[src/rtl/ecall_pkg.sv]
`default_nettype none
// +--------------------------------------------------------------------------+
// | Module   : ecall_pkg                                                     |
// | Purpose  : Shared constants and FSM state type for the ecall responder.  |
// |            Holds the service numbers decoded from a7, the ecall          |
// |            instruction encoding and the controller state enum.           |
// | Ports    : none (package)                                                |
// | Revision : 1.0  initial release                                          |
// +--------------------------------------------------------------------------+
package ecall_pkg;

   // Service numbers carried in a7 (x17); compared at full 32-bit width
   localparam logic [31:0] SVC_PRINT_INT = 32'd1;
   localparam logic [31:0] SVC_READ_INT  = 32'd5;
   localparam logic [31:0] SVC_EXIT      = 32'd10;

   // Instruction word the decoder matches before raising ecall_valid
   localparam logic [31:0] ECALL_INSN    = 32'h0000_0073;

   typedef enum logic [2:0] {
      ST_IDLE         = 3'd0,
      ST_WAIT_PRESS   = 3'd1,
      ST_WAIT_RELEASE = 3'd2,
      ST_DONE         = 3'd3,
      ST_HALT         = 3'd4
   } ecall_state_t;

endpackage
`default_nettype wire

[src/rtl/btn_debounce.sv]
`default_nettype none
// +--------------------------------------------------------------------------+
// | Module   : btn_debounce                                                  |
// | Purpose  : Stable-level counter for a raw push button. Counts consecutive|
// |            cycles on which btn_in equals level_target and flags the      |
// |            cycle on which the run reaches DEBOUNCE_CYCLES.               |
// | Ports    : clk, reset        - clock, async active-high reset            |
// |            clr               - hold counter at zero                      |
// |            level_target      - level being waited for (1=press,0=release)|
// |            btn_in            - raw button                                |
// |            stable_pulse      - high on the DEBOUNCE_CYCLES-th stable cycle|
// | Revision : 1.0  initial release                                          |
// +--------------------------------------------------------------------------+
module btn_debounce #(
   parameter int DEBOUNCE_CYCLES = 20
) (
   input  logic clk,
   input  logic reset,
   input  logic clr,
   input  logic level_target,
   input  logic btn_in,
   output logic stable_pulse
);

   localparam int               CNT_W    = $clog2(DEBOUNCE_CYCLES + 1);
   localparam logic [CNT_W-1:0] CNT_LAST = CNT_W'(DEBOUNCE_CYCLES - 1);

   logic [CNT_W-1:0] cnt;
   logic             at_level;

   assign at_level = (btn_in == level_target);

   // The counter holds the number of stable cycles already seen, so the
   // current cycle completes the run when it sits at DEBOUNCE_CYCLES-1.
   // With DEBOUNCE_CYCLES=1 this accepts on the first matching sample.
   assign stable_pulse = !clr && at_level && (cnt == CNT_LAST);

   // Restart on any mismatch and after a completed run so the next phase
   // starts counting from zero.
   always_ff @(posedge clk or posedge reset) begin
      if (reset) begin
         cnt <= '0;
      end else if (clr || !at_level || (cnt == CNT_LAST)) begin
         cnt <= '0;
      end else begin
         cnt <= cnt + CNT_W'(1);
      end
   end

endmodule
`default_nettype wire

[src/rtl/ecall_io_ctrl.sv]
`default_nettype none
// +--------------------------------------------------------------------------+
// | Module   : ecall_io_ctrl                                                 |
// | Purpose  : Responder for the CPU ecall path. Services PRINT_INT (a7=1),  |
// |            READ_INT (a7=5, switches confirmed by a debounced button),    |
// |            EXIT (a7=10) and treats any other a7 as a no-op. Stalls the   |
// |            core while a call is in progress.                             |
// | Config   : ECALL_SIGNEXT_EN - when defined READ_INT sign-extends the     |
// |            switch value to 32 bits, otherwise it zero-extends.           |
// | Ports    : clk, reset        - clock, async active-high reset            |
// |            ecall_valid       - ecall in decode, held while stall=1       |
// |            a7, a0            - service number / argument                 |
// |            switch            - board switches                            |
// |            confirm_btn       - raw confirm button                        |
// |            stall             - freeze PC and register writes             |
// |            wb_en, wb_data    - one-cycle write of read result into x10   |
// |            disp_data         - last printed value                        |
// |            disp_valid        - a print has happened since reset          |
// |            halted            - sticky after EXIT                         |
// |            done              - one-cycle completion pulse                |
// | Revision : 1.0  initial release                                          |
// +--------------------------------------------------------------------------+
module ecall_io_ctrl
   import ecall_pkg::*;
#(
   parameter int SW_W            = 16,
   parameter int DEBOUNCE_CYCLES = 20
) (
   input  logic            clk,
   input  logic            reset,
   input  logic            ecall_valid,
   input  logic [31:0]     a7,
   input  logic [31:0]     a0,
   input  logic [SW_W-1:0] switch,
   input  logic            confirm_btn,
   output logic            stall,
   output logic            wb_en,
   output logic [31:0]     wb_data,
   output logic [31:0]     disp_data,
   output logic            disp_valid,
   output logic            halted,
   output logic            done
);

   ecall_state_t state;
   logic         svc_read;      // call being serviced is READ_INT
   logic         deb_clr;
   logic         deb_target;
   logic         deb_stable;
   logic [31:0]  sw_ext;

   // The debouncer only counts in the two button phases; everywhere else it
   // is held clear so each READ_INT starts from zero.
   assign deb_clr    = !((state == ST_WAIT_PRESS) || (state == ST_WAIT_RELEASE));
   assign deb_target = (state == ST_WAIT_PRESS);

   btn_debounce #(
      .DEBOUNCE_CYCLES (DEBOUNCE_CYCLES)
   ) u_debounce (
      .clk          (clk),
      .reset        (reset),
      .clr          (deb_clr),
      .level_target (deb_target),
      .btn_in       (confirm_btn),
      .stable_pulse (deb_stable)
   );

   always_comb begin
      sw_ext             = '0;
      sw_ext[SW_W-1:0]   = switch;
`ifdef ECALL_SIGNEXT_EN
      for (int i = SW_W; i < 32; i++) begin
         sw_ext[i] = switch[SW_W-1];
      end
`endif
   end

   // Stall must be visible in the same cycle the ecall arrives, hence the
   // combinational IDLE term. DONE releases the PC.
   assign stall = ((state == ST_IDLE) && ecall_valid) ||
                  (state == ST_WAIT_PRESS)            ||
                  (state == ST_WAIT_RELEASE)          ||
                  (state == ST_HALT);

   assign done  = (state == ST_DONE);
   assign wb_en = (state == ST_DONE) && svc_read;

   always_ff @(posedge clk or posedge reset) begin
      if (reset) begin
         state      <= ST_IDLE;
         svc_read   <= 1'b0;
         wb_data    <= '0;
         disp_data  <= '0;
         disp_valid <= 1'b0;
         halted     <= 1'b0;
      end else begin
         case (state)
            ST_IDLE: begin
               if (ecall_valid) begin
                  svc_read <= (a7 == SVC_READ_INT);
                  if (a7 == SVC_PRINT_INT) begin
                     disp_data  <= a0;
                     disp_valid <= 1'b1;
                     state      <= ST_DONE;
                  end else if (a7 == SVC_READ_INT) begin
                     state <= ST_WAIT_PRESS;
                  end else if (a7 == SVC_EXIT) begin
                     halted <= 1'b1;
                     state  <= ST_HALT;
                  end else begin
                     state <= ST_DONE;
                  end
               end
            end
            ST_WAIT_PRESS: begin
               if (deb_stable) begin
                  wb_data <= sw_ext;
                  state   <= ST_WAIT_RELEASE;
               end
            end
            ST_WAIT_RELEASE: begin
               if (deb_stable) begin
                  state <= ST_DONE;
               end
            end
            // ecall_valid is still the same instruction here; ignore it
            ST_DONE: state <= ST_IDLE;
            ST_HALT: state <= ST_HALT;
            default: state <= ST_IDLE;
         endcase
      end
   end

endmodule
`default_nettype wire
[config.mk]
export PLATFORM = sky130hd
export DESIGN_NAME = ecall_io_ctrl
export DESIGN_NICKNAME = d
export VERILOG_FILES = /design/src/rtl/ecall_pkg.sv /design/src/rtl/btn_debounce.sv /design/src/rtl/ecall_io_ctrl.sv
export SDC_FILE = /design/constraint.sdc
export NUM_CORES = 1
export LEC_CHECK = 0
export ABC_AREA = 1
export CORE_MARGIN = 2
export CORE_UTILIZATION = 40
export DETAILED_ROUTE_END_ITERATION = 10
export PLACE_DENSITY_LB_ADDON = 0.3
export SYNTH_ARGS = -nofsm -noshare
export SYNTH_HDL_FRONTEND = slang
export SYNTH_SLANG_ARGS = --single-unit
[constraint.sdc]
create_clock -name clk -period 2.64 [get_ports clk]
set_input_delay 0.66 -clock clk [delete_from_list [all_inputs] [get_ports clk]]
set_output_delay 0.66 -clock clk [all_outputs]
set_load 0.1 [all_outputs]
==> metrics, run 1 <==
drt pass-1 iters 4; CTS clk-pin slew, worst paths 0.06 ns; DR vias/cell roughly 4.4; synth-to-layout area growth 50.5%; Max Cap Viol 0; I/O Buffers around 140; via count roughly 2700; CTS sink count 59; gp weighted congestion 0.765; HPWL Detailed 5.23 mm; Synth area leaders dfrtp_1 (50%), nand2_1 (15%), nand3_1 (6.7%), inv_1 (5.6%), buf_4 (4.9%); die width just under 90 um; worst-path fanout max 2; hold path cells 1; cells after synthesis 364; Core Region 7180 um^2; die area 8010 um^2; initial antenna violation count 0; unrepaired setup endpoints after global routing false; top-area cell type share of the netlist area 0.505; crit-path max cell delay between 0.4 and 0.5 ns; number of clock buffers inserted by TritonCTS 9; number of synthesized flops with an enable pin 0; Post-Synthesis Cell Area between 2000 and 3000 um^2; Hold WS 0.467 ns; Leakage Power 0.00239 uW; clk buf depth 2; # Post-CTS Setup Buffers 0; Final Hold Fails 0; number of global-route vias before repair 2560; slowest cell on the critical path clkdlybuf4s50_1; drt wl/cell 11.2 um; worst skew pair latency 0.33 ns; worst reg2reg path startpoint state[1]; CP Depth 6; PwrDens approximately 600 nW/um^2; setup TNS 0 ns; Reg2Reg Depth 8; Hold Crit Class register to register; global route overflow 0; fin crit period 2.30 ns; post_cts resized 0; DIE HEIGHT 89.5 um; CTS tree done; 1st-iter DRT viols just under 100; diode count 0; critical path type input port to output pin; fill count 671; Critical Path Sink Type output pin; first-pass GRT wire length 11.1 mm; VDD IR-drop max 405 uV; Power, Total 2640 uW; Synth Flop Type dfrtp_1; All-Layer GR Usage 0.180; Setup Skew 0.00720 ns; Layout Nets 587; status finished, final reports clean; Yosys warning count 0; Starting Density 0.407; largest net degree at the start of global routing 60; fmax 435 MHz; Avg Inst Size Synth 8.03 um^2; Routed Antenna Nets 0; critical path, cell by cell clkdlybuf4s50_1 > inv_1 > nand2_1 > nand2_1 > inv_1 > buf_12; Synth top cells by count nand2_1 (116), dfrtp_1 (59), inv_1 (44); htree depth 3; synth unique cells 25; Placed Area 4180 um^2; fin. max-slew vios 0; CP Launch Type input port; r2r endpoint disp_data[24]; layout cells sized above 1 0.168; Register-to-Register Setup Slack 0.94 ns; setup violators final 0; fraction of registers with async set/reset 1.00; Routed WL about 7 mm; DRC errors left 0; IO Pins 153; dominant cell type by area after synthesis dfrtp_1; row count 31; WHS Endpoint u_debounce.cnt[0]; hold path start u_debounce.cnt[0]; most common cell in the netlist nand2_1; Period Utilization, post-route 0.870; CP top delay family buffers and inverters; WP data required 1.98 ns; CP bufs+invs 4; Post-CTS Hold Buffers 0; root buf cell clkbuf_8; register area share after synthesis 0.505; Yosys reg bits 59; critical path arrival about 1.6 ns; Post-Layout Inst Area 4400 um^2
-- state kept, by name (all words and copies together) (netlist names) --
name and count:
halted 1, u_debounce.cnt 5, state 3, disp_data 32
svc_read 1, wb_data 16, disp_valid 1
-- final cells by class --
| cell class | count | area [um^2] | area share |
|---|---|---|---|
| clock buffer | 11 | 151 | 0.0344 |
| sequential | 59 | 1480 | 0.335 |
| tap | 99 | 124 | 0.0281 |
| inverter | 46 | 173 | 0.0392 |
| multi-input combinational | 246 | 1110 | 0.251 |
| clock inverter | 5 | 75.1 | 0.0171 |
| timing repair buffer | 140 | 1300 | 0.294 |
-- per-layer routing --
layer | share of wire | wire [um] | GRT usage
met2 | 0.50 | 3430 | 0.319
met5 | 0 | 0 | 0
met4 | 0.016 | 112 | 0.0773
met1 | 0.41 | 2790 | 0.210
met3 | 0.069 | 472 | 0.0397
-- through the flow --
step            util  cells  setup slack (ns)
3_5_place_dp   0.582    590             0.159
4_1_cts        0.613    606             0.333
5_1_grt        0.613    606             0.208
3_3_place_gp   0.582    590             0.215
6_report       0.613    606             0.343
2_1_floorplan      -    379            0.0521
-- report_power, final --
group | internal (uW) | switching [uW]
Combinational | 254 | 495
Clock | 578 | 347
Sequential | 935 | 28.4
Total | 1770 | 871
-- cell usage in the layout, fill, tap and decap left out, drive strengths merged --
cell type	Yosys	final
buf	28	57
nor2	40	40
nand3	40	40
dfrtp	59	59
clkbuf	0	11
bufinv	0	2
clkdlybuf4s50	0	83
inv	46	46
and3	1	1
clkinv	0	3
xor2	2	2
nor3	4	4
nand4	1	1
conb	1	16
and2	2	2
nand2	117	117
a21oi	1	1
o21bai	1	1
o21ai	19	19
ha	1	1
xnor2	1	1
-- logic make-up after synthesis --
kind of cell | Yosys count | synth area share
adder cells (fa/ha/maj) | 1 | 0.00428
AND/OR/NAND/NOR | 205 | 0.303
other | 1 | 0.00128
AO/OA/AOI/OAI | 21 | 0.0368
flip-flops | 59 | 0.505
XOR/XNOR | 3 | 0.00899
buffers and inverters | 74 | 0.140
-- how the worst max path moves through the flow --
stage	start	to
after floorplan	state[1]	wb_en
after global placement	a7[0]	disp_data[1]
after detailed placement	a7[0]	disp_data[24]
after CTS	ecall_valid	stall
after global routing	state[1]	stall
final	ecall_valid	stall
No activity file was read; power rests on OpenSTA's default activity.
==> run 2, diff against run 1 <==
- CTS_CLUSTER_DIAMETER: not set -> 30
==> results of run 2 <==
No change in the layout: final DEF, timing and power equal those of run 1.
==> run 3, diff against run 2 <==
- CORE_ASPECT_RATIO: not set -> 0.9
- RECOVER_POWER: not set -> 25
- clock period: 2.64 -> 2.2 ns (I/O delays scaled with it)
==> run 3 against run 2 <==
  * Wire length increased by 9.0%
  * Clock skew about the same
  * Final cell count decreased by 0.66%
  * Sequential share of layout area decreased by 0.22 points
  * Largest power group unchanged
==> metrics, run 3 (synthesis results as in run 1) <==
Post-Route Utilization 0.627; sequential power share 0.362; post_cts resized 0; via count 2685; gp weighted congestion 0.768; IO Pins 153; Placed Area 4220 um^2; fin crit period 2.05 ns; clk buf depth 2; WHS Endpoint u_debounce.cnt[0]; Post-CTS Hold Buffers 0; PwrDens 726 nW/um^2; final std cells w/o fill around 600; root buf cell clkbuf_8; commonest non-fill, non-tap cell in the layout nand2_1; critical path type register to output pin; Reg area 1480 um^2; PnR worst setup slack approximately 0.15 ns; die width 94.1 um; drt wl/cell between 10 and 15 um; critical path arrival approximately 1.5 ns; Max Cap Viol 0; initial antenna violation count 0; Critical path origin state[1]; Layout Nets 589; DRC errors left 0; status finished, final reports clean; Leakage Power 0.00240 uW; DP Cell Count between 500 and 600; HPWL Detailed 5.59 mm; CP Launch Type register; Setup Skew 0.00672 ns; worst-path fanout max 5; I/O Buffers ~140; 1st-iter DRT viols between 100 and 150; drt pass-1 iters 4; Power, Total 3220 uW; Net Sw Frac 0.345; unrepaired setup endpoints after global routing false; first-pass GRT wire length 11.9 mm; dpl ws -0.0260 ns; number of clock buffers inserted by TritonCTS 9; P_int 2110 uW; synth-to-layout area growth 51.8%; Reg2Reg Depth 8; Routed WL about 7.4 mm; Hold Crit Class register to register; VDD IR-drop max 578 uV; # Post-CTS Setup Buffers 0; row count 29; diode count 0; worst relative slew slack 0.136; hold path start u_debounce.cnt[0]; switching power ~1100 uW; number of global-route vias before repair 2539; global route overflow 0; worst skew pair latency 0.34 ns; fin. max-slew vios 0; hold path cells 1; layout cells sized above 1 0.173; worst reg2reg path startpoint state[1]; htree depth 3; Top Registers disp_data: 32 flops, wb_data: 16 flops, u_debounce.cnt: 5 flops; Period Utilization, post-route 0.932; most frequent cells in the layout nand2_1 (116), clkdlybuf4s50_1 (83), dfrtp_1 (57), buf_4 (53), inv_1 (43); Post-Layout Inst Area 4440 um^2; Register-to-Register Setup Slack 0.55 ns; max FFs per register 32; fill count 620; CTS clk-pin slew, worst paths 0.07 ns; fmax between 400 and 500 MHz; DR vias/cell 4.46; WP data required 1.65 ns; Critical Path Sink Type output pin; CTS sink count just under 60; Top reg by flops disp_data; DIE HEIGHT 85.1 um; r2r endpoint disp_data[15]; CTS tree done; die area between 8000 and 9000 um^2; measured slew at the worst slew-check pin 1.30 ns; Comb pwr share 0.293; largest net degree at the start of global routing 60; Starting Density 0.413; setup violators final 0; Clock power frac 0.345; Core Region ~7100 um^2; All-Layer GR Usage 0.192; Final Hold Fails 0; Routed Antenna Nets 0; footprint of the multi-input gates 1110 um^2
run 3: cell types whose count changed in the layout (fill, tap and decap cells not counted), sizes merged:
| cell | change |
|---|---|
| buf | +2 |
| clkbuf | -2 |
| clkinv | +2 |
run 3: power by group through the flow:
stage               clock network (uW)  registers [uW]  logic [uW]
floorplan                            0            1170         659
global placement                     0            1170         937
detailed placement                   0            1170         949
CTS                               1130            1150         949
global route                      1190            1170        1030
finish                            1110            1170         945
run 3: through the flow:
| stage | setup TNS (ns) | hold slack (ns) |
|---|---|---|
| 2_1_floorplan | -0.0894 | 0.433 |
| 3_3_place_gp | 0 | 0.448 |
| 3_5_place_dp | -0.112 | 0.459 |
| 4_1_cts | 0 | 0.466 |
| 5_1_grt | 0 | 0.494 |
| 6_report | 0 | 0.463 |
run 3: worst max-delay path by stage:
stage / end / slack (ns)
after floorplan: wb_en / -0.09
after global placement: disp_data[4] / 0.06
after detailed placement: disp_data[15] / -0.03
after CTS: stall / 0.05
after global routing: stall / 0.04
final: stall / 0.15
run 3: per-layer routing:
metal / vias to the layer above / wire [um] / global-route usage / share of wire
li1: 1367 / - / - / -
met1: 1210 / 3090 / 0.239 / 0.42
met2: 90 / 3610 / 0.315 / 0.49
met3: 18 / 499 / 0.0577 / 0.067
met4: 0 / 211 / 0.0738 / 0.028
met5: - / 0 / 0 / 0
run 3: worst max-delay path: stages, from the launching register on:
cell and delay [ns]:
dfrtp_2 0.46, nor2_4 0.16, inv_2 0.06, nor2_2 0.12, nand2_1 0.09, nand2_1 0.06, inv_1 0.06, buf_12 0.16
run 3: area by class of cell:
cell class / instances / area share
Multi-Input combinational cell: 246 / 0.251
Sequential cell: 59 / 0.333
Inverter: 46 / 0.0389
Clock inverter: 7 / 0.0226
Tap cell: 93 / 0.0262
Timing Repair Buffer: 142 / 0.301
Clock buffer: 9 / 0.0279
